$ cat src/rtl/tetris_board_pkg.sv
// ---------------------------------------------------------------------------
// tetris_board_pkg
// Shared constants and types for the Tetris board RAM and its arbiter.
//   BOARD_W / BOARD_H : playfield size in cells
//   BOARD_DEPTH       : number of board cells (default DEPTH of the arbiter)
//   BOARD_ADDR_W      : default address width
//   BOARD_DATA_W      : default cell colour width
//   owner_t           : ownership tag carried down the read-return pipeline
//   clr_state_t       : state encoding of the clear sequencer
// ---------------------------------------------------------------------------
package tetris_board_pkg;

    localparam int BOARD_W      = 10;
    localparam int BOARD_H      = 20;
    localparam int BOARD_DEPTH  = BOARD_W * BOARD_H;
    localparam int BOARD_ADDR_W = 8;
    localparam int BOARD_DATA_W = 3;

    typedef enum logic [1:0] {
        OWN_NONE = 2'd0,
        OWN_VID  = 2'd1,
        OWN_GM   = 2'd2,
        OWN_CLR  = 2'd3
    } owner_t;

    typedef enum logic {
        CLR_IDLE  = 1'b0,
        CLR_CLEAR = 1'b1
    } clr_state_t;

endpackage

$ cat src/rtl/board_mem_arbiter_if.sv
// ---------------------------------------------------------------------------
// board_mem_arbiter_if
// Bundles the three requester ports and the board RAM port of the arbiter.
//   vid_*  : render read port (pulse request, fixed-latency return)
//   gm_*   : game read/write port (level request, grant handshake)
//   clr_*  : clear command and busy status
//   oob_err: sticky out-of-range flag
//   mem_*  : registered single-port RAM port
// Handshake: vid_req is a one-cycle request that is always accepted in the
// cycle it is high. gm_req is a level "valid" held with stable
// gm_we/gm_addr/gm_wdata; gm_gnt is the combinational "ready" and the
// request is accepted in the cycle where gm_req && gm_gnt. Read data comes
// back exactly 3 cycles after acceptance as a one-cycle *_rvalid pulse.
// modport slave  : arbiter side
// modport master : requester / RAM side
// ---------------------------------------------------------------------------
interface board_mem_arbiter_if #(
    parameter int ADDR_W = tetris_board_pkg::BOARD_ADDR_W,
    parameter int DATA_W = tetris_board_pkg::BOARD_DATA_W
);
    logic              vid_req;
    logic [ADDR_W-1:0] vid_addr;
    logic              vid_rvalid;
    logic [DATA_W-1:0] vid_rdata;

    logic              gm_req;
    logic              gm_we;
    logic [ADDR_W-1:0] gm_addr;
    logic [DATA_W-1:0] gm_wdata;
    logic              gm_gnt;
    logic              gm_rvalid;
    logic [DATA_W-1:0] gm_rdata;

    logic              clr_start;
    logic              clr_busy;
    logic              oob_err;

    logic              mem_en;
    logic              mem_we;
    logic [ADDR_W-1:0] mem_addr;
    logic [DATA_W-1:0] mem_wdata;
    logic [DATA_W-1:0] mem_rdata;

    modport slave (
        input  vid_req, vid_addr,
        output vid_rvalid, vid_rdata,
        input  gm_req, gm_we, gm_addr, gm_wdata,
        output gm_gnt, gm_rvalid, gm_rdata,
        input  clr_start,
        output clr_busy, oob_err,
        output mem_en, mem_we, mem_addr, mem_wdata,
        input  mem_rdata
    );

    modport master (
        output vid_req, vid_addr,
        input  vid_rvalid, vid_rdata,
        output gm_req, gm_we, gm_addr, gm_wdata,
        input  gm_gnt, gm_rvalid, gm_rdata,
        output clr_start,
        input  clr_busy, oob_err,
        input  mem_en, mem_we, mem_addr, mem_wdata,
        output mem_rdata
    );

endinterface

$ cat src/rtl/board_clear_seq.sv
// ---------------------------------------------------------------------------
// board_clear_seq
// Two-state clear sequencer. On a start pulse in IDLE it walks clr_ptr over
// 0..DEPTH-1, offering one zero-write per cycle to the arbiter; the pointer
// only moves on cycles where the arbiter grants the write (i_advance).
// Ports:
//   clk, rst      : clock, synchronous active-low reset
//   i_clr_start   : clear command pulse (ignored while clearing)
//   i_advance     : the offered clear write was accepted this cycle
//   o_clr_req     : a clear write is being offered
//   o_clr_addr    : address of the offered clear write
//   o_clr_busy    : clear in progress
//   o_start_take  : start pulse being accepted this cycle (IDLE only)
//   o_state       : FSM state for debug
// ---------------------------------------------------------------------------
module board_clear_seq
    import tetris_board_pkg::*;
#(
    parameter int DEPTH  = BOARD_DEPTH,
    parameter int ADDR_W = BOARD_ADDR_W
) (
    input  logic              clk,
    input  logic              rst,
    input  logic              i_clr_start,
    input  logic              i_advance,
    output logic              o_clr_req,
    output logic [ADDR_W-1:0] o_clr_addr,
    output logic              o_clr_busy,
    output logic              o_start_take,
    output clr_state_t        o_state
);

    clr_state_t        r_state;
    clr_state_t        w_state_nxt;
    logic [ADDR_W-1:0] r_clr_ptr;
    logic [ADDR_W-1:0] w_ptr_nxt;

    always_ff @(posedge clk) begin
        if (!rst) begin
            r_state   <= CLR_IDLE;
            r_clr_ptr <= '0;
        end else begin
            r_state   <= w_state_nxt;
            r_clr_ptr <= w_ptr_nxt;
        end
    end

    always_comb begin
        w_state_nxt = r_state;
        w_ptr_nxt   = r_clr_ptr;
        case (r_state)
            CLR_IDLE: begin
                if (i_clr_start) begin
                    w_state_nxt = CLR_CLEAR;
                    w_ptr_nxt   = '0;
                end
            end
            CLR_CLEAR: begin
                if (i_advance) begin
                    // Leave as soon as the last write has been accepted.
                    if (r_clr_ptr == ADDR_W'(DEPTH - 1)) begin
                        w_state_nxt = CLR_IDLE;
                        w_ptr_nxt   = '0;
                    end else begin
                        w_ptr_nxt = r_clr_ptr + ADDR_W'(1);
                    end
                end
            end
            default: begin
                w_state_nxt = CLR_IDLE;
                w_ptr_nxt   = '0;
            end
        endcase
    end

    assign o_clr_req    = (r_state == CLR_CLEAR);
    assign o_clr_addr   = r_clr_ptr;
    assign o_clr_busy   = (r_state == CLR_CLEAR);
    assign o_start_take = (r_state == CLR_IDLE) && i_clr_start;
    assign o_state      = r_state;

endmodule

$ cat src/rtl/board_mem_arbiter.sv
// ---------------------------------------------------------------------------
// board_mem_arbiter
// Shares one single-port synchronous board RAM between the render path,
// the game logic and the clear sequencer. Fixed priority per cycle:
// render > clear > game. The RAM port is registered and read data returns
// through a two-stage tag pipeline plus an output register, giving a fixed
// 3-cycle read latency at one access per cycle.
// Ports:
//   clk, rst        : 100 MHz clock, synchronous active-low reset
//   bus             : requester + RAM signals (board_mem_arbiter_if.slave)
//   o_dbg_clr_state : clear sequencer FSM state for debug
// ---------------------------------------------------------------------------
module board_mem_arbiter
    import tetris_board_pkg::*;
#(
    parameter int DEPTH  = BOARD_DEPTH,
    parameter int ADDR_W = BOARD_ADDR_W,
    parameter int DATA_W = BOARD_DATA_W
) (
    input  logic                 clk,
    input  logic                 rst,
    board_mem_arbiter_if.slave   bus,
    output clr_state_t           o_dbg_clr_state
);

    localparam logic [ADDR_W:0] DEPTH_X = (ADDR_W + 1)'(DEPTH);

    // Clear sequencer handshake
    logic              w_clr_req;
    logic [ADDR_W-1:0] w_clr_addr;
    logic              w_clr_busy;
    logic              w_start_take;
    logic              w_clr_adv;

    // Arbitration result for this cycle
    logic              w_acc;
    logic              w_we;
    logic [ADDR_W-1:0] w_addr;
    logic [DATA_W-1:0] w_wdata;
    owner_t            w_owner;
    logic              w_gm_gnt;
    logic              w_oob;

    // RAM port and return pipeline
    logic              r_mem_en;
    logic              r_mem_we;
    logic [ADDR_W-1:0] r_mem_addr;
    logic [DATA_W-1:0] r_mem_wdata;
    owner_t            r_tag1;
    owner_t            r_tag2;
    logic              r_rd1;
    logic              r_rd2;
    logic              r_zero1;
    logic              r_zero2;
    logic              r_vid_rvalid;
    logic [DATA_W-1:0] r_vid_rdata;
    logic              r_gm_rvalid;
    logic [DATA_W-1:0] r_gm_rdata;
    logic              r_oob_err;

    board_clear_seq #(
        .DEPTH  (DEPTH),
        .ADDR_W (ADDR_W)
    ) u_clear_seq (
        .clk          (clk),
        .rst          (rst),
        .i_clr_start  (bus.clr_start),
        .i_advance    (w_clr_adv),
        .o_clr_req    (w_clr_req),
        .o_clr_addr   (w_clr_addr),
        .o_clr_busy   (w_clr_busy),
        .o_start_take (w_start_take),
        .o_state      (o_dbg_clr_state)
    );

    always_comb begin
        w_acc     = 1'b0;
        w_we      = 1'b0;
        w_addr    = '0;
        w_wdata   = '0;
        w_owner   = OWN_NONE;
        w_gm_gnt  = 1'b0;
        w_clr_adv = 1'b0;
        if (bus.vid_req) begin
            w_acc   = 1'b1;
            w_addr  = bus.vid_addr;
            w_owner = OWN_VID;
        end else if (w_clr_req) begin
            w_acc     = 1'b1;
            w_we      = 1'b1;
            w_addr    = w_clr_addr;
            w_owner   = OWN_CLR;
            w_clr_adv = 1'b1;
        end else if (bus.gm_req && !w_start_take) begin
            // A clear being started this cycle already blocks the game.
            w_acc    = 1'b1;
            w_we     = bus.gm_we;
            w_addr   = bus.gm_addr;
            w_wdata  = bus.gm_wdata;
            w_owner  = OWN_GM;
            w_gm_gnt = 1'b1;
        end
    end

    // Out-of-range slots are consumed but never reach the RAM.
    assign w_oob = w_acc && ({1'b0, w_addr} >= DEPTH_X);

    always_ff @(posedge clk) begin
        if (!rst) begin
            r_mem_en     <= 1'b0;
            r_mem_we     <= 1'b0;
            r_mem_addr   <= '0;
            r_mem_wdata  <= '0;
            r_tag1       <= OWN_NONE;
            r_tag2       <= OWN_NONE;
            r_rd1        <= 1'b0;
            r_rd2        <= 1'b0;
            r_zero1      <= 1'b0;
            r_zero2      <= 1'b0;
            r_vid_rvalid <= 1'b0;
            r_vid_rdata  <= '0;
            r_gm_rvalid  <= 1'b0;
            r_gm_rdata   <= '0;
            r_oob_err    <= 1'b0;
        end else begin
            r_mem_en    <= w_acc && !w_oob;
            r_mem_we    <= w_acc && w_we && !w_oob;
            r_mem_addr  <= w_addr;
            r_mem_wdata <= w_wdata;

            r_tag1  <= w_owner;
            r_rd1   <= w_acc && !w_we;
            r_zero1 <= w_oob;

            r_tag2  <= r_tag1;
            r_rd2   <= r_rd1;
            r_zero2 <= r_zero1;

            // Return steering by tag only; out-of-range reads return zero.
            r_vid_rvalid <= r_rd2 && (r_tag2 == OWN_VID);
            r_gm_rvalid  <= r_rd2 && (r_tag2 == OWN_GM);
            if (r_rd2 && (r_tag2 == OWN_VID)) begin
                r_vid_rdata <= r_zero2 ? '0 : bus.mem_rdata;
            end
            if (r_rd2 && (r_tag2 == OWN_GM)) begin
                r_gm_rdata <= r_zero2 ? '0 : bus.mem_rdata;
            end

            if (w_oob) begin
                r_oob_err <= 1'b1;
            end
        end
    end

    assign bus.gm_gnt     = w_gm_gnt & rst;
    assign bus.mem_en     = r_mem_en;
    assign bus.mem_we     = r_mem_we;
    assign bus.mem_addr   = r_mem_addr;
    assign bus.mem_wdata  = r_mem_wdata;
    assign bus.vid_rvalid = r_vid_rvalid;
    assign bus.vid_rdata  = r_vid_rdata;
    assign bus.gm_rvalid  = r_gm_rvalid;
    assign bus.gm_rdata   = r_gm_rdata;
    assign bus.clr_busy   = w_clr_busy;
    assign bus.oob_err    = r_oob_err;

endmodule

$ cat src/flat_wrapper.sv
// flat-port wrapper written by rule: the top's interface ports become plain ports
module board_mem_arbiter_flat import tetris_board_pkg::*;
#(
    parameter int DEPTH  = BOARD_DEPTH,
    parameter int ADDR_W = BOARD_ADDR_W,
    parameter int DATA_W = BOARD_DATA_W
)
  (clk, rst, o_dbg_clr_state, bus_vid_req, bus_vid_addr, bus_vid_rvalid, bus_vid_rdata, bus_gm_req, bus_gm_we, bus_gm_addr, bus_gm_wdata, bus_gm_gnt, bus_gm_rvalid, bus_gm_rdata, bus_clr_start, bus_clr_busy, bus_oob_err, bus_mem_en, bus_mem_we, bus_mem_addr, bus_mem_wdata, bus_mem_rdata);
  board_mem_arbiter_if #(.ADDR_W(ADDR_W), .DATA_W(DATA_W)) bus_i ();
  input  logic clk;
  input  logic rst;
  output clr_state_t o_dbg_clr_state;
  input wire logic [$bits(bus_i.vid_req)-1:0] bus_vid_req;
  input wire logic [$bits(bus_i.vid_addr)-1:0] bus_vid_addr;
  output wire logic [$bits(bus_i.vid_rvalid)-1:0] bus_vid_rvalid;
  output wire logic [$bits(bus_i.vid_rdata)-1:0] bus_vid_rdata;
  input wire logic [$bits(bus_i.gm_req)-1:0] bus_gm_req;
  input wire logic [$bits(bus_i.gm_we)-1:0] bus_gm_we;
  input wire logic [$bits(bus_i.gm_addr)-1:0] bus_gm_addr;
  input wire logic [$bits(bus_i.gm_wdata)-1:0] bus_gm_wdata;
  output wire logic [$bits(bus_i.gm_gnt)-1:0] bus_gm_gnt;
  output wire logic [$bits(bus_i.gm_rvalid)-1:0] bus_gm_rvalid;
  output wire logic [$bits(bus_i.gm_rdata)-1:0] bus_gm_rdata;
  input wire logic [$bits(bus_i.clr_start)-1:0] bus_clr_start;
  output wire logic [$bits(bus_i.clr_busy)-1:0] bus_clr_busy;
  output wire logic [$bits(bus_i.oob_err)-1:0] bus_oob_err;
  output wire logic [$bits(bus_i.mem_en)-1:0] bus_mem_en;
  output wire logic [$bits(bus_i.mem_we)-1:0] bus_mem_we;
  output wire logic [$bits(bus_i.mem_addr)-1:0] bus_mem_addr;
  output wire logic [$bits(bus_i.mem_wdata)-1:0] bus_mem_wdata;
  input wire logic [$bits(bus_i.mem_rdata)-1:0] bus_mem_rdata;
  assign bus_i.vid_req = bus_vid_req;
  assign bus_i.vid_addr = bus_vid_addr;
  assign bus_vid_rvalid = bus_i.vid_rvalid;
  assign bus_vid_rdata = bus_i.vid_rdata;
  assign bus_i.gm_req = bus_gm_req;
  assign bus_i.gm_we = bus_gm_we;
  assign bus_i.gm_addr = bus_gm_addr;
  assign bus_i.gm_wdata = bus_gm_wdata;
  assign bus_gm_gnt = bus_i.gm_gnt;
  assign bus_gm_rvalid = bus_i.gm_rvalid;
  assign bus_gm_rdata = bus_i.gm_rdata;
  assign bus_i.clr_start = bus_clr_start;
  assign bus_clr_busy = bus_i.clr_busy;
  assign bus_oob_err = bus_i.oob_err;
  assign bus_mem_en = bus_i.mem_en;
  assign bus_mem_we = bus_i.mem_we;
  assign bus_mem_addr = bus_i.mem_addr;
  assign bus_mem_wdata = bus_i.mem_wdata;
  assign bus_i.mem_rdata = bus_mem_rdata;
  board_mem_arbiter #(.DEPTH(DEPTH), .ADDR_W(ADDR_W), .DATA_W(DATA_W)) u_core (.clk(clk), .rst(rst), .bus(bus_i), .o_dbg_clr_state(o_dbg_clr_state));
endmodule
$ cat config.mk
export PLATFORM = sky130hd
export DESIGN_NAME = board_mem_arbiter_flat
export DESIGN_NICKNAME = d
export VERILOG_FILES = /design/src/rtl/tetris_board_pkg.sv /design/src/rtl/board_mem_arbiter_if.sv /design/src/rtl/board_clear_seq.sv /design/src/rtl/board_mem_arbiter.sv /design/src/flat_wrapper.sv
export SDC_FILE = /design/constraint.sdc
export NUM_CORES = 1
export LEC_CHECK = 0
export ABC_AREA = 1
export CAP_MARGIN = 20
export CORE_MARGIN = 3
export CORE_UTILIZATION = 36
export DETAILED_ROUTE_END_ITERATION = 8
export GPL_ROUTABILITY_DRIVEN = 0
export GPL_TIMING_DRIVEN = 0
export HOLD_SLACK_MARGIN = 0.12
export PLACE_DENSITY = 0.72
export SYNTH_ARGS = -nofsm -noshare
export SYNTH_HDL_FRONTEND = slang
export SYNTH_SLANG_ARGS = --single-unit
export TNS_END_PERCENT = 30
$ cat constraint.sdc
create_clock -name clk -period 3 [get_ports clk]
set_input_delay 0.45 -clock clk [delete_from_list [all_inputs] [get_ports clk]]
set_output_delay 0.45 -clock clk [all_outputs]
set_load 0.005 [all_outputs]
==> results of run 1 <==
cells by family (layout without fill, tap and decap cells):
| family | count (synthesis) | after routing |
|---|---|---|
| AND/OR/NAND/NOR | 117 | 117 |
| flip-flops | 39 | 39 |
| buffers and inverters | 35 | 95 |
| AO/OA/AOI/OAI | 31 | 31 |
| adder cells (fa/ha/maj) | 1 | 1 |
synthesized netlist by cell type:
cell / number / share of area [%]
a21o_1: 1 / 0.46
a21oi_1: 10 / 3.0
a31oi_1: 3 / 1.1
buf_2: 1 / 0.30
buf_4: 3 / 1.4
clkbuf_1: 2 / 0.46
dfxtp_1: 39 / 47
ha_1: 1 / 0.76
inv_1: 26 / 5.9
inv_2: 3 / 0.68
nand2_1: 49 / 11
nand2_2: 3 / 1.1
nand2_4: 2 / 1.4
nand3_1: 14 / 4.3
nand3_2: 2 / 1.2
nand4_1: 1 / 0.38
nor2_1: 37 / 8.4
nor2_2: 4 / 1.5
nor2_4: 4 / 2.7
nor3_1: 1 / 0.30
o211ai_2: 1 / 0.76
o21a_1: 1 / 0.46
o21ai_0: 11 / 3.3
o21ai_1: 4 / 1.2
path summary, 6_finish.rpt:
kind | startpoint | endpoint | slack (ns) | depth (start not counted)
min | u_core.r_zero1 | u_core.r_zero2 | 0.42 | 2
min reg2reg | u_core.r_zero1 | u_core.r_zero2 | 0.42 | 2
max | u_core.u_clear_seq.o_clr_busy | bus_gm_gnt | 0.55 | 7
max reg2reg | u_core.u_clear_seq.o_clr_busy | u_core.bus.oob_err | 1.62 | 7
layer usage:
metal | part of all wire (%) | routed length, um
met4 | 1.3 | 51
met2 | 50 | 1970
met1 | 43 | 1700
met3 | 5.2 | 204
met5 | 0 | 0
where the power goes:
group | internal, mW | leakage (nW) | switching, mW
Sequential | 0.536 | 0.318 | 0.00947
Clock | 0.269 | 0.0612 | 0.180
Combinational | 0.0776 | 0.637 | 0.0681
worst min-delay path, cell delays in order, from the launching register on:
cell     delay [ns]
dfxtp_1        0.31
nand2_1        0.05
inv_1          0.04
metrics by stage:
step	area, um2	hold WS, ns
6_report	2340	0.420
3_5_place_dp	2230	0.400
3_3_place_gp	2230	0.391
5_1_grt	2340	0.444
2_1_floorplan	1640	0.390
4_1_cts	2340	0.425
placed cells by master (no fill, tap or decap), types with 6 or more instances in the layout:
| cell type | instances |
|---|---|
| nand3_1 | 14 |
| clkbuf_8 | 6 |
| nand2_1 | 49 |
| dfxtp_1 | 39 |
| clkdlybuf4s50_1 | 52 |
| o21ai_0 | 11 |
| inv_1 | 26 |
| a21oi_1 | 10 |
| nor2_1 | 37 |
layout make-up:
cell class,count,share of cell area (%)
Buffer,6,1.49
Clock buffer,6,3.52
Clock inverter,2,1.49
Inverter,29,4.64
Multi-Input combinational cell,149,30.7
Sequential cell,39,33.3
Tap cell,50,2.67
Timing Repair Buffer,52,22.2
registers in the layout, summed over array words and instances, names as in the netlist, 2 cells and up:
register and cells:
u_core.bus.mem_wdata 3, u_core.bus.mem_addr 8, u_core.r_tag1 2, u_core.bus.gm_rdata 3, u_core.r_tag2 2, u_core.bus.vid_rdata 3, u_core.u_clear_seq.o_clr_addr 8
==> run summary, run 1 <==
After filler insertion, the fill cell instance count of the layout stands at 395. Power spread over the standard cell area amounts to 486 nW/um2. The share of layout cells above drive strength 1 is 11.0%, and the worst-case setup margin in the final layout is 0.552 ns. The sequential cells in the finished layout cover a total of 781 um2. Counting every instance in the synthesized netlist gives 223. The die covers 5410 um2.

Main combinational cell family by area after synthesis: simple AND/OR/NAND/NOR gates. Multiplexer cells account for 0% of the synthesized area. The starting utilization of the core area was 39.1%. The logs give 13 for the maximum number of pins on one net before global-route repair and 0 for the cts-stage hold buffer count.

For the clock skew, the log shows 0.00594 ns. Across the run, the number of max-cap violations was 0. Pin placement for this block handled 53 I/O pins. Timing would allow up to 0.408 GHz.

Global routing consumed, on the met3 layer, 4.24% of the routing resources. The run gives 0 as the final max-slew violation count. The sum of routed wire length over all layers is 3920 um. Counting along the longest clock path gives a buffer depth of 2.

Once the clock tree was built, the setup fixing pass inserted 0 buffers. The multi-input combinational cells in the finished layout cover a total of 719 um2. The cell class contributing the biggest share of worst-path delay was buffers and inverters. The clock slew seen by the registers of the worst setup and hold paths is 0.07 ns, and the half-perimeter wire length of the detailed placement result is 2980 um. The flow ran to the end, and the final reports show no timing, DRC or antenna violations. The portion of the clock cycle consumed by the worst path in the final layout works out to 81.6%. The number of nets in the layout was 311; the signed area change from the synthesized netlist to the final layout was 42.6%. Clock tree synthesis selected as its root buffer the cell clkbuf_8.

The synthesized-area fraction occupied by and/or/nand/nor cells came out at 32.6%. When the netlist entered floorplanning its net count stood at 252. The total power of the final layout is 1.14 mW. The critical path contains buffers and inverters numbering 4 combined. Setup violations remaining at the end of the flow were counted as 0. For the worst-skew pair later-pin latency, the log shows 0.29 ns. In the global route stage, met2 resource usage came out at 26.9%.

The DRC violation count after routing came out at 0. The repair_antennas step left the layout with diodes totalling 0. The tools report the first-pass iteration count of the detailed router as 4. Post-CTS repair changed the size of 0 cells.

The data arrival time of the critical path is 2.00 ns, and the met1 demand-to-capacity share in global routing is 19.0%. The logs give 2 for the maximum level of the CTS H-tree and 0.535 ns for the worst setup timing slack at the placement stage. The tools report the number of antenna violations at the first check in global routing as 0. The first routing iteration left 65 violations. The post-synthesis adder-cell area fraction came out at 0.761%. The routed layout has 1,580 vias. For the wire length of the first global-routing pass, the log shows 6530 um. Of all nets on the critical path, the largest fanout is 8. The path class of the lowest-slack min-delay path was flip-flop to flip-flop. The tools report the number of synthesis warnings as 0. The tools report the startpoint class of the critical path as a flip-flop.

Setup repair after global routing left no endpoint under its margin. The total area inside the core boundary comes to 4200 um2. For the final routed database, the setup TNS stands at 0 ns.

Headroom to the max-slew limit came out at 63.6%. Summing the areas of all compound-gate instances in the mapped netlist gives 10.4% of the synthesized area. For the total track usage, the log shows 15.7%. Sequential elements use 47.5% of the synthesized area.

A synthesized cell averages 7.37 um2. Summed over all cells, the static leakage comes to 1.02 nW. After detailed routing, the average wire length per cell comes to 11.8 um. Leaving out filler cells and counting taps, the final layout contains 333. The peak per-stage delay on the critical path is 0.57 ns, and the number of placement rows is 23. Global routing finished with a remaining overflow of 0. The worst-case IR drop observed on VDD is 0.305 mV. In this run the tool buffered the top-level ports with 52 buffer cells. Dividing the detail-routed via count by the number of cells gives 4.74. TritonCTS built the clock tree.

The signal on the critical path passes through inv_2 > nand2_4 > nand2_4 > inv_1 > nand3_1 > inv_1 > clkdlybuf4s50_1. The time the final worst path needs with I/O delays and setup was 2.45 ns; the XOR/XNOR share of the synthesized area was 0%. The busiest layer in global routing was met2.

Once layout is complete, the utilization of the core stands at 55.8%. The total CTS buffers came out at 5. For the pin with the worst max-slew slack, the measured transition is 0.546 ns. The kind of end point of the critical path is an output pin.

The critical path class is flip-flop to output pin. In this run the cell area of the synthesized design comes to 1640 um2. From bottom edge to top edge, the die measures 73.6 um. The die width was 73.6 um; the via count of the first global-routing pass was 1,479. Slowest stage cell on the critical path: dfxtp_1. The tools report the cell total after placement as 325. The run gives 0 as the number of hold-slack violations in the final timing report.

The count of clock tree sinks was 39. After synthesis the netlist holds a flip-flop and latch count of 39. The tools report the distinct cell type count after synthesis as 24.

For the count of nets left with antenna violations after detail routing, the log shows 0. For the worst setup path, the data required time is 2.55 ns.
Note: power is estimated with default switching activity, not from simulation.
==> inputs of run 2 (changes only) <==
- PLACE_DENSITY: 0.72 -> 0.74
- clock period: 3 -> 2.14 ns (I/O delays scaled with it)
==> run 2 against run 1 <==
  * Worst hold slack got worse by 0.0094 ns
  * Routed wire length increased by 3.7%
  * First-iteration DRC count increased by 20%
  * Critical endpoint unchanged
  * Clock skew is essentially flat
  * Largest cell class unchanged
  * Critical path depth is 2 lower
  * Sequential cell count stayed put
  * Clock power is 22% higher
  * Worst setup slack worse by 0.45 ns
  * Largest power group unchanged
==> run summary, run 2 (same netlist as run 1, synthesis figures left out) <==
The total power of the final layout was 1.52 mW (+34%); the portion of the clock cycle consumed by the worst path in the final layout was 95.0%. For the top-level I/O count, the log shows 53 (unchanged). The run gives 5410 um2 (unchanged) as the die footprint.

The library cell used most frequently in the layout, excluding fill and tap cells, is clkdlybuf4s50_1. The via count of the first global-routing pass was 1,421 (-3.9%). The first-pass iteration count of the detailed router is 4 (unchanged), and the die width is 73.6 um (unchanged). The run gives 5 (unchanged) as the total CTS buffers.

The tools report the maximum level of the CTS H-tree as 2 (unchanged). The count of nets left with antenna violations after detail routing is 0 (unchanged), and the maximum fanout encountered on the critical timing path is 4 (-4). The maximum clock rate is 0.492 GHz. Setup repair after global routing left no endpoint under its margin. The required arrival time at the worst endpoint was 1.82 ns (-0.73 ns). The clock slew seen by the registers of the worst setup and hold paths is 0.07 ns (about the same). The startpoint class of the critical path was a primary input.

The number of antenna violations at the first check in global routing was 0 (unchanged); the final routed wire length divided by cell count was 12.1 um (+3.1%). Counting I/O delays and the setup requirement, the final critical path takes 2.03 ns. For the overall via count from detail_route, the log shows 1,577 (-0.19%).

The flow ran to the end, and the final reports show no timing, DRC or antenna violations. The tools report the DRC violation count after routing as 0 (unchanged). The number of buffers on the longest clock path was 2 (unchanged); the final max-slew violation count was 0 (unchanged). The critical path in this run is classified as primary input to output pin. The logs give 1.71 ns (-0.29 ns) for the data arrival time of the critical path and 39.1% (unchanged) for the starting utilization of the core area.

The run gives 23 (unchanged) as the number of placement rows. The number of max-cap violations is 0 (unchanged), and the total track usage is 15.8% (+0.15 points). The ratio of routed vias to standard cells came out at 4.71 (-0.79%). The total of buffers placed on input and output ports is 52 (unchanged), and the count of clock tree sinks is 39 (unchanged).

The run gives 0.00599 ns (+0.0000527 ns) as the clock skew. Kind of end point of the critical path: an output pin. The maximum number of pins on one net before global-route repair came out at 13 (unchanged). The final setup violation count was 0 (unchanged); the cell total after placement was 325 (unchanged). The placeable core region is 4200 um2 (unchanged). For the count of non-filler cells in the finished layout, the log shows 335 (+0.60%). The power density of the placed cells was 646 nW/um2 (+33%); the sum of routed wire length over all layers was 4070 um (+3.7%). The die extent in y is 73.6 um (unchanged), and the slew of the pin with the lowest slew margin is 0.518 ns (-0.0278 ns). The run gives 0.326 mV (+6.8%) as the highest ir drop seen on vdd. The leakage power total was 1.02 nW (+0.76%). The share of layout cells above drive strength 1 works out to 12.6% (+1.7 points). In the layout the commonest cells are 51 x clkdlybuf4s50_1, 49 x nand2_1, 38 x dfxtp_1. Clock tree synthesis selected as its root buffer the cell clkbuf_8.

The logs give 313 (+0.64%) for the number of nets in the layout and 0.29 ns (about the same) for the worst-skew pair later-pin latency. The path class of the lowest-slack min-delay path was flip-flop to flip-flop. The signed area change from the synthesized netlist to the final layout came out at 43.4%. The remaining max-slew budget at the tightest pin was 65.5% (+1.9 points); the final global-route overflow total was 0 (unchanged). TritonCTS built the clock tree. For the half-perimeter wire length of the detailed placement result, the log shows 2980 um (+0.10%). The run gives 78 (+20%) as the count of routing violations after the opening detailed-route iteration. For the wire length of the first global-routing pass, the log shows 6450 um (-1.2%). The number of hold-slack violations in the final timing report was 0 (unchanged). The run gives 0 (unchanged) as the antenna diode count.
## run 2: changes by cell type in the layout (fill, tap and decap cells not counted), sizes merged
cell	change
dlymetal6s2s	+1
buf	+2
clkdlybuf4s50	-1
clkinvlp	+1
clkinv	-1
clkbuf	+1
bufinv	-1
## run 2: area by class of cell
class                           count  area [um2]
Clock inverter                      1        7.51
Fill cell                         416        1840
Inverter                           29         109
Multi-Input combinational cell    149         724
Buffer                              6        35.0
Timing Repair Buffer               54         538
Sequential cell                    39         785
Tap cell                           50        62.6
Clock buffer                        7        96.3
## run 2: final timing paths
kind	start	endpoint	slack (ns)	depth (start not counted)
min reg2reg	u_core.r_tag1[0]	u_core.r_tag2[0]	0.41	2
max	bus_vid_req	bus_gm_gnt	0.11	5
max reg2reg	u_core.u_clear_seq.o_clr_busy	u_core.bus.mem_we	0.71	8
min	u_core.r_tag1[0]	u_core.r_tag2[0]	0.41	2
## run 2: routing by layer
metal / up-vias / global-route usage [%] / part of all wire [%]
li1: 817 / - / -
met1: 715 / 18.4 / 43
met2: 43 / 27.3 / 51
met3: 2 / 4.92 / 5.0
met4: 0 / 5.43 / 0.57
met5: - / 0 / 0
## run 2: worst max-delay path, cell delays in order
cell	delay (ns)
clkdlybuf4s50_1	0.49
nor2_4	0.21
nand3_2	0.12
inv_1	0.07
clkdlybuf4s50_1	0.50
## run 2: power breakdown
group          switching (mW)  internal (mW)
Combinational           0.102          0.112
Sequential             0.0105          0.751
Clock                   0.255          0.293
Total                   0.367           1.16
## run 2: what timing repair did
| action | CTS | global route |
|---|---|---|
| pin swaps | 1 | 0 |
| gates resized for setup | 4 | 1 |
| setup buffers | 1 | 1 |
| hold endpoints to repair | 0 | 0 |
| hold buffers | 0 | 0 |
| setup endpoints to repair | 1 | 1 |
## run 2: stage by stage
step / setup TNS [ns] / setup slack (ns) / util (%) / hold WS [ns] / area [um2]
floorplan: 0 / 0.782 / - / 0.390 / 1640
global placement: -0.0495 / -0.0495 / 53.0 / 0.393 / 2230
detailed placement: -0.0931 / -0.0931 / 53.0 / 0.397 / 2230
CTS: 0 / 0.0428 / 55.9 / 0.407 / 2350
global route: 0 / 0.0327 / 56.1 / 0.437 / 2360
finish: 0 / 0.106 / 56.1 / 0.411 / 2360
==> inputs of run 3 (changes only) <==
--- a/config.mk
+++ b/config.mk
@@ -15,5 +15,7 @@
 export HOLD_SLACK_MARGIN = 0.12
-export PLACE_DENSITY = 0.74
+export PLACE_DENSITY = 0.73
+export REMOVE_ABC_BUFFERS = 1
 export SYNTH_ARGS = -nofsm -noshare
 export SYNTH_HDL_FRONTEND = slang
+export SYNTH_HIERARCHICAL = 1
 export SYNTH_SLANG_ARGS = --single-unit
--- a/constraint.sdc
+++ b/constraint.sdc
@@ -3,2 +3,2 @@
 set_output_delay 0.321 -clock clk [all_outputs]
-set_load 0.005 [all_outputs]
+set_load 0.05 [all_outputs]
==> run 3 against run 2 <==
  * Sequential share of layout area down 0.76 points
  * Clock power down 15%
  * Critical path type unchanged
  * Register-to-register slack worse by 0.09 ns
  * Non-clock buffer count down 6
==> run summary, run 3 <==
The time the final worst path needs with I/O delays and setup was 2.04 ns (+0.00449 ns); the average size of a mapped cell was 7.57 um2 (+2.7%). The final global-route overflow total was 0 (unchanged). The overall via count from detail_route is 1,572 (-0.32%).

The ratio of routed vias to standard cells came out at 4.45 (-5.4%). The number of fill cells in the layout was 431 (+3.6%); the clock slew seen by the registers of the worst setup and hold paths was 0.07 ns (about the same). The tools report the hold path endpoint as u_core/r_rd2.

In the post-synthesis netlist, the cell with the most instances is nand2_1. The fraction of synthesized cell area taken by the top area cell type came out at 44.4% (-3.0 points). The final non-filler cell area was 2410 um2 (+2.3%); the signed area change from the synthesized netlist to the final layout was 37.3%.

The share of layout cells above drive strength 1 works out to 13.5% (+0.91 points). The maximum level of the CTS H-tree came out at 2 (unchanged). The startpoint identified for the worst register-to-register timing path is u_core/u_clear_seq/o_clr_busy. Maximum number of pins on one net before global-route repair: 22 (+9). The synthesized netlist cell count came out at 232 (+4.0%). Setup repair after global routing left no endpoint under its margin. Capture point of the worst reg-to-reg path: u_core/bus.oob_err.

TritonCTS built the clock tree. For the antenna diode count, the log shows 0 (unchanged). The number of nets in the layout is 317 (+1.3%), and the maximum fanout encountered on the critical timing path is 4 (unchanged). The placeable core region is 4530 um2 (+7.9%). The logs give 0 (unchanged) for the count of nets left with antenna violations after detail routing and 6 (+6) for the number of synthesis warnings. For the number of hold-slack violations in the final timing report, the log shows 0 (unchanged). STA classifies the critical path startpoint as a primary input. For the highest ir drop seen on vdd, the log shows 0.253 mV (-22%). Placed instance area: 2310 um2 (+3.8%). The tools report the clock skew as 0.00997 ns (+0.00398 ns). The total track usage came out at 14.0% (-1.8 points). The number of placement rows came out at 24 (+4.3%). The DRC violation count after routing is 0 (unchanged). The count of routing violations after the opening detailed-route iteration was 51 (-35%); the cell depth of the worst min-delay path was 2 (unchanged).

The logs give 53 (unchanged) for the top-level I/O count and 0 (unchanged) for the number of max-cap violations. Start point of the critical path: bus_clr_start. The slew of the pin with the lowest slew margin was 0.750 ns (+0.232 ns); the total power of the final layout was 1.49 mW (-2.4%). The tools report the register-to-register path setup slack as 0.62 ns (-0.09 ns). The library cell used most frequently in the layout, excluding fill and tap cells, is nand2_1. The kind of end point of the critical path was an output pin. The power density of the placed cells is 616 nW/um2 (-4.6%).

The portion of the clock cycle consumed by the worst path in the final layout is 95.2% (+0.21 points). The final max-slew violation count is 0 (unchanged), and the half-perimeter wire length of the detailed placement result is 2910 um (-2.4%). The tools report the post-synth design cell area as 1760 um2 (+6.8%). The worst-skew pair later-pin latency came out at 0.29 ns (about the same). The busiest layer in global routing was met2. The async set-reset flop share out of synthesis was 0% (unchanged).

The run finished with clean final reports. Final setup violation count: 0 (unchanged). The tools report the leakage power total as 1.04 nW (+1.7%). The post-synthesis register bit count works out to 39 (unchanged). The largest total area in the synthesized netlist belongs to dfxtp_1.

The die width works out to 75.9 um (+3.1%). For the via count of the first global-routing pass, the log shows 1,407 (-0.99%). The run gives 50.0% (-15 points) as the remaining max-slew budget at the tightest pin. The count of clock tree sinks was 39 (unchanged).

The final routed wire length divided by cell count works out to 10.8 um (-11%). Number of buffers on the longest clock path: 2 (unchanged). The starting utilization of the core area was 38.7% (-0.39 points). The run gives 5 (+1) as the first-pass iteration count of the detailed router. The cts-stage hold buffer count came out at 0 (unchanged). Clock tree synthesis selected as its root buffer the cell clkbuf_8. The top cell types in the final layout, fill and taps aside, are 63 x nand2_1, 49 x clkdlybuf4s50_1, 38 x dfxtp_1. For the met1 demand-to-capacity share in global routing, the log shows 16.2% (-2.2 points). The sum of routed wire length over all layers was 3820 um (-6.0%); the maximum clock rate was 0.491 GHz (-0.22%).

The most used flip-flop cell after synthesis is dfxtp_1. The number of synthesized flops with an enable pin works out to 0 (unchanged). For the data arrival time of the critical path, the log shows 1.72 ns (about the same). The die extent in y came out at 75.9 um (+3.1%). The critical path is of the primary input to output pin type.

For the wire length of the first global-routing pass, the log shows 6100 um (-5.5%). The total of buffers placed on input and output ports came out at 52 (unchanged). After synthesis, the cell types taking the most area are dfxtp_1 44%, nand2_1 13%, inv_1 6.4%. For the global-route met2 utilization, the log shows 24.5% (-2.7 points).

The met3 global-route usage came out at 4.09% (-0.84 points). The path class of the lowest-slack min-delay path was flip-flop to flip-flop. The part of the Yosys area used for sequential elements is 44.4% (-3.0 points).

The commonest cells after synthesis are 63 x nand2_1, 39 x dfxtp_1, 30 x inv_1. The number of antenna violations at the first check in global routing is 0 (unchanged). The die footprint was 5750 um2 (+6.3%); the distinct cell type count after synthesis was 27 (+13%).

The total CTS buffers came out at 5 (unchanged). The start point of the worst min-delay path is u_core/r_rd1. The depth of the most critical reg-to-reg path is 11 (+3), and the required arrival time at the worst endpoint is 1.82 ns (about the same).
-- run 3: cells by family (layout without fill, tap and decap cells) --
family | Yosys count | in the layout | share of synthesized area (%)
simple gates | 117 | 117 | 32.6
compound gates | 33 | 33 | 11.0
flops | 39 | 39 | 44.4
buf+inv | 41 | 97 | 10.5
fa+ha+maj | 2 | 2 | 1.42
-- run 3: power by group --
part	switching (mW)	total (mW)	internal (mW)	leakage (nW)
combinational	0.150	0.254	0.104	0.675
sequential	0.0153	0.766	0.750	0.319
clock	0.245	0.468	0.223	0.0477
total	0.410	1.49	1.08	1.04
-- run 3: cell type report --
type	count	area [um2]	area share, %
inverters	35	139	5.76
clock buffers	5	68.8	2.85
flip-flops and latches	39	785	32.5
clock inverters	3	15.0	0.622
repair buffers	54	531	22.0
well taps	65	81.3	3.37
multi-input cells	152	793	32.9
-- run 3: worst max-delay path, cell delays in order --
cell	delay (ns)
clkdlybuf4s50_1	0.51
inv_1	0.06
nor2_2	0.17
inv_1	0.08
nand2_1	0.14
nor2_4	0.06
nand2_1	0.11
inv_1	0.05
clkbuf_4	0.21
-- run 3: worst max path at each step --
stage / to / slack [ns] / depth (start not counted)
CTS: bus_gm_gnt / 0.05 / 9
finish: bus_gm_gnt / 0.10 / 9
global placement: bus_gm_gnt / -0.83 / 7
global route: bus_gm_gnt / 0.005 / 9
floorplan: bus_gm_gnt / -0.48 / 6
detailed placement: bus_gm_gnt / -0.83 / 7
-- run 3: timing repair --
action / CTS / global route
setup buffers: 0 / 2
hold endpoints to repair: 0 / 0
endpoints found under the setup margin: 3 / 1
pin swaps: 0 / 1
gates resized for setup: 11 / 1
-- run 3: per-layer routing --
layer	part of all wire, %	up-vias
met1	45	704
met3	4.7	5
met4	1.2	0
met2	49	36
met5	0	-
li1	-	827
-- run 3: per-stage QoR --
step,std cells,utilization [%],setup WS (ns),setup TNS [ns],hold slack (ns)
final,353,53.2,0.102,0,0.408
after global routing,353,53.2,0.00451,0,0.433
after CTS,351,52.8,0.0544,0,0.411
after detailed placement,343,51.0,-0.834,-1.02,0.396
after global placement,343,51.0,-0.826,-0.989,0.393
after floorplan,226,-,-0.480,-0.996,0.390
